===== config.mk =====
export PLATFORM = sky130hd
export DESIGN_NAME = apb_master
export DESIGN_NICKNAME = d
export VERILOG_FILES = /design/src/rtl/apb_master.sv
export SDC_FILE = /design/constraint.sdc
export NUM_CORES = 1
export LEC_CHECK = 0
export ABC_AREA = 1
export CORE_AREA = 2 2 120 122
export CTS_BUF_LIST = sky130_fd_sc_hd__clkbuf_4 sky130_fd_sc_hd__clkbuf_8
export DETAILED_ROUTE_END_ITERATION = 10
export DIE_AREA = 0 0 122 124
export GPL_TIMING_DRIVEN = 0
export HOLD_SLACK_MARGIN = 0.03
export MAX_ROUTING_LAYER = met4
export PLACE_DENSITY_LB_ADDON = 0.2
export SLEW_MARGIN = 20
export SYNTH_ARGS = -nofsm -noshare
export SYNTH_HDL_FRONTEND = slang
export SYNTH_SLANG_ARGS = --single-unit

===== constraint.sdc =====
create_clock -name PCLK -period 7.9 [get_ports PCLK]
set_input_delay 1.58 -clock PCLK [delete_from_list [all_inputs] [get_ports PCLK]]
set_output_delay 1.58 -clock PCLK [all_outputs]
set_load 0.005 [all_outputs]

===== src/rtl/apb_master.sv =====
// apb_master: bridges one CPU load/store at a time onto a four-slave APB bus,
// with address decode, wait-state handling and a wait-state timeout.
module apb_master #(
    parameter int unsigned TIMEOUT = 255
) (
    input  logic        PCLK,
    input  logic        PRESET,
    // CPU side
    input  logic        transfer,
    input  logic        write,
    input  logic [31:0] addr,
    input  logic [31:0] wdata,
    output logic [31:0] rdata,
    output logic        ready,
    output logic        err,
    // APB side
    output logic [31:0] PADDR,
    output logic [31:0] PWDATA,
    output logic        PWRITE,
    output logic        PENABLE,
    output logic        PSEL0,
    output logic        PSEL1,
    output logic        PSEL2,
    output logic        PSEL3,
    input  logic [31:0] PRDATA0,
    input  logic [31:0] PRDATA1,
    input  logic [31:0] PRDATA2,
    input  logic [31:0] PRDATA3,
    input  logic        PREADY0,
    input  logic        PREADY1,
    input  logic        PREADY2,
    input  logic        PREADY3
);

    localparam int unsigned AW = 32;
    localparam int unsigned DW = 32;
    localparam int unsigned CW = 16;
    localparam int unsigned NS = 4;
    localparam logic [17:0] SLAVE_BASE = 18'h04000;   // addr[31:14] of 0x1000_0000..0x1000_3FFF
    localparam logic [DW-1:0] TIMEOUT_DATA = 32'hDEAD_BEEF;

    typedef enum logic [1:0] {
        S_IDLE   = 2'd0,
        S_SETUP  = 2'd1,
        S_ACCESS = 2'd2
    } state_t;

    state_t          r_state;
    state_t          w_next;
    logic [CW-1:0]   r_wait;
    logic [1:0]      r_slave;
    logic            r_mapped;
    logic [NS-1:0]   r_psel;
    logic            r_penable;
    logic            r_pwrite;
    logic [AW-1:0]   r_paddr;
    logic [DW-1:0]   r_pwdata;

    logic            w_req_mapped;
    logic [1:0]      w_req_slave;
    logic            w_sel_ready;
    logic [DW-1:0]   w_sel_rdata;
    logic            w_timeout;

    assign w_req_mapped = (addr[31:14] == SLAVE_BASE);
    assign w_req_slave  = addr[13:12];
    assign w_timeout    = (r_wait == CW'(TIMEOUT));

    // Select the latched slave's ready and read data; others are ignored
    always_comb begin
        w_sel_ready = 1'b0;
        w_sel_rdata = '0;
        case (r_slave)
            2'd0: begin w_sel_ready = PREADY0; w_sel_rdata = PRDATA0; end
            2'd1: begin w_sel_ready = PREADY1; w_sel_rdata = PRDATA1; end
            2'd2: begin w_sel_ready = PREADY2; w_sel_rdata = PRDATA2; end
            default: begin w_sel_ready = PREADY3; w_sel_rdata = PRDATA3; end
        endcase
    end

    // State register
    always_ff @(posedge PCLK or posedge PRESET) begin
        if (PRESET) r_state <= S_IDLE;
        else        r_state <= w_next;
    end

    // Next-state logic; ACCESS ends on slave ready, unmapped address or timeout
    always_comb begin
        w_next = r_state;
        case (r_state)
            S_IDLE:   if (transfer) w_next = S_SETUP;
            S_SETUP:  w_next = S_ACCESS;
            S_ACCESS: if (!r_mapped || w_sel_ready || w_timeout) w_next = S_IDLE;
            default:  w_next = S_IDLE;
        endcase
    end

    // CPU completion outputs, combinational from state and selected slave
    always_comb begin
        ready = 1'b0;
        err   = 1'b0;
        rdata = '0;
        if (r_state == S_ACCESS) begin
            if (!r_mapped) begin
                ready = 1'b1;
                err   = 1'b1;
            end else if (w_sel_ready) begin
                ready = 1'b1;
                rdata = w_sel_rdata;
            end else if (w_timeout) begin
                ready = 1'b1;
                err   = 1'b1;
                rdata = TIMEOUT_DATA;
            end
        end
    end

    // Registered APB outputs, request latch and wait-state counter
    always_ff @(posedge PCLK or posedge PRESET) begin
        if (PRESET) begin
            r_psel    <= '0;
            r_penable <= 1'b0;
            r_pwrite  <= 1'b0;
            r_paddr   <= '0;
            r_pwdata  <= '0;
            r_slave   <= '0;
            r_mapped  <= 1'b0;
            r_wait    <= '0;
        end else begin
            r_penable <= (w_next == S_ACCESS);
            if (r_state == S_IDLE && transfer) begin
                r_paddr  <= addr;
                r_pwdata <= wdata;
                r_pwrite <= write;
                r_slave  <= w_req_slave;
                r_mapped <= w_req_mapped;
                r_psel   <= w_req_mapped ? NS'(4'b0001 << w_req_slave) : '0;
            end else if (w_next == S_IDLE) begin
                r_psel <= '0;
            end
            if (r_state != S_ACCESS) begin
                r_wait <= '0;
            end else if (w_next == S_ACCESS) begin
                r_wait <= r_wait + CW'(1);
            end
        end
    end

    assign PADDR   = r_paddr;
    assign PWDATA  = r_pwdata;
    assign PWRITE  = r_pwrite;
    assign PENABLE = r_penable;
    assign PSEL0   = r_psel[0];
    assign PSEL1   = r_psel[1];
    assign PSEL2   = r_psel[2];
    assign PSEL3   = r_psel[3];

endmodule


==> reports/qor.yml <==
coreArea_um2: 13720
relSlewSlack_pct: 53.55
netlist_instances: 744
yosysTopAreaCell: "dfrtp_1"
synth_warnings: 0
timing.final.hold_violations: 0
fin_tns_setup_ns: 0
cts_inserted_buffers: 9
period_share_pct: 65.73
crit_type: "primary input to output pin"
power_per_cell_area_nw_per_um2: 187.7
p_seq_share_pct: 37.7
ctsResizeCount: 0
status: "complete, no violations"
ctsHoldBuffers: 0
wl_um: 18620
p_clk_share_pct: 20.3
overflow: 0
clock_latency_ns: 0.37
wire_per_inst_um: 14.96
place_hpwl_um: 14760
netSwitchingPower_mw: 0.5428
ir_worst_vdd_uv: 160.6
slowest_delay_ns: 0.55
grtUsageTotal_pct: 25.09
syn_to_final_growth_pct: 69.37
synth.area.top_cells: "dfrtp_1 (44%), nand2_1 (28%), nand3_1 (6.4%), nor2_1 (5.1%), inv_1 (2.5%)"
design.portCount: 304
placed_cells: 1228
drtAntennaViolNets: 0
ys_types: 26
synth_area_per_cell_um2: 6.759
cp_slowest_cell: "clkdlybuf4s50_1"
via_per_inst: 4.707
synthMuxAreaShare_pct: 0
start_kind: "primary input"
die_area_um2: 15130
worst_clock_skew_ns: 0.008199
synth_async_sr_flop_share_pct: 100.0
antenna_found_initial: 1
synth.cell_area_um2: 5029
port_buffers: 303
worst_slew_pin_slew_ns: 0.6968
yosys-top-cells-count: "nand2_1 (376), dfrtp_1 (89), nor2_1 (68), nand3_1 (64), inv_1 (33)"
synth_xor_area_share_pct: 1.219
clock-root-buffer: "clkbuf_8"
p_int_mw: 1.056
clockBufferDepth: 2
cts_setup_buffers: 0
required_ns: 6.32
drive_gt1_share_pct: 4.135
worstPathCellList: "clkdlybuf4s50_1 -> o21ai_0 -> nand3_1 -> nand2_4 -> buf_2 -> nand3_1 -> a21oi_1 -> clkdlybuf4s50_1"
cts_tree: "built"
synth_most_common_cell: "nand2_1"
clock_sinks: 89
drtIter0Drc: 272
yosys_most_used_dff: "dfrtp_1"
synth_top_family_by_area: "simple AND/OR/NAND/NOR gates"
finalNonFillerCells: 1245
yosys.area_share.simple_pct: 42.15
rows: 43
p_comb_share_pct: 42.0
grt_pass1_wl_um: 28370
p_leak_nw: 3.859
hold-worst-slack_ns: 0.4746
critical_path.max_fanout: 10
num_vias: 5860
ys_ff_latch: 89
drc: 0
fillCellCount: 1309
synth_compound_area_share_pct: 6.245
die_w_um: 122
end_kind: "output pin"
grt_max_degree: 57
clk_pin_slew_ns: 0.08
synth_edf_count: 0
drt_first_pass_iters: 5
cts-htree-levels: 3
worstPathArrival_ns: 3.61
synth_fp_nets: 945
grt_pass1_vias: 5442
die_h_um: 124
hold_path.class: "flip-flop to flip-flop"
gp_congestion: 0.9186
final_max_slew_viol_count: 0
final-setup-viol-count: 0
stdcell_area_um2: 8517
initial_core_util_pct: 36.65
yosysSeqAreaShare_pct: 44.29
fmax_ghz: 0.1926
final_nets: 1260
synth_top_area_share_pct: 44.29
synth_fa_ha_area_share_pct: 0.2488
drv_cap: 0
finalPower_mw: 1.599
dpl-instance-area_um2: 8309
rsz0062_at_grt: "false"
layout_min_cycle_time_ns: 5.192
swShare_pct: 33.95
-- through the flow --
stage / setup slack (ns) / util [%]
after floorplan: 3.929 / -
final: 2.708 / 62.08
after detailed placement: 2.673 / 60.57
after CTS: 2.672 / 62.06
after global placement: 2.569 / 60.40
after global routing: 2.556 / 62.08
-- state kept, by name (all words and copies together), names as in the netlist --
signal and flops:
r_psel 4, r_state 2, r_slave 1, PENABLE 1, PADDR 31, r_mapped 1
PWDATA 32, PWRITE 1, r_wait 16
-- worst max-delay path: cells and delay by family --
kind / cells / cell delay, ns
buffers and inverters: 3 / 1.21
AO/OA/AOI/OAI: 2 / 0.38
AND/OR/NAND/NOR: 3 / 0.44
-- final cells by class --
type / count / area, um2 / area share [%]
timing repair buffer: 304 / 3053 / 35.85
multi-input combinational: 586 / 2507 / 29.44
sequential: 89 / 2227 / 26.15
tap: 180 / 225.2 / 2.644
buffer: 36 / 170.2 / 1.998
clock buffer: 11 / 151.4 / 1.778
inverter: 33 / 126.4 / 1.484
clock inverter: 5 / 53.80 / 0.6317
antenna: 1 / 2.502 / 0.02938
-- placed cells by master, fill, tap and decap left out, types with 4 or more instances in the layout --
master and count:
a21oi_1 20, a21oi_2 5, a41oi_1 8, buf_1 4, buf_2 10, clkbuf_1 19, clkbuf_8 11, clkdlybuf4s50_1 303
dfrtp_1 89, inv_1 32, nand2_1 376, nand3_1 64, nand4_1 6, nor2_1 68, o21ai_0 17, xor2_1 5
-- kinds of logic after synthesis --
group	Yosys count
DFF	89
and+or+nand+nor	526
AOI/OAI and AO/OA	52
buffers and inverters	69
adders and majority gates	1
xor gates and xnor gates	7
-- worst paths after layout --
check                           slack (ns)                endpoint  depth (start not counted)                   from
worst min register to register        0.47    PADDR[3]$_DFFE_PP0P_                          2   PADDR[3]$_DFFE_PP0P_
worst min-delay path                  0.47    PADDR[3]$_DFFE_PP0P_                          2   PADDR[3]$_DFFE_PP0P_
worst max-delay path                  2.71                     err                          8                PREADY2
max in group asynchronous             5.60  r_wait[13]$_DFFE_PP0P_                          3                 PRESET
worst max register to register        6.06  r_wait[14]$_DFFE_PP0P_                         11  r_wait[0]$_DFFE_PP0P_
min in group asynchronous             1.68    PADDR[4]$_DFFE_PP0P_                          2                 PRESET
-- power groups by stage --
stage | sequential (mW) | clock (mW) | combinational [mW]
2_1_floorplan | 0.615 | 0 | 0.274
3_3_place_gp | 0.608 | 0 | 0.673
3_5_place_dp | 0.610 | 0 | 0.679
4_1_cts | 0.604 | 0.330 | 0.681
5_1_grt | 0.616 | 0.354 | 0.745
6_report | 0.603 | 0.324 | 0.671
-- layer usage --
metal | global-route usage (%) | vias to the layer above | wire length, um
met5 | - | - | 0
met4 | 10.42 | 0 | 557
met3 | 7.875 | 32 | 1991
met2 | 41.97 | 251 | 8785
met1 | 27.88 | 2616 | 7286
li1 | - | 2961 | -
Note: power is estimated with default switching activity, not from simulation.
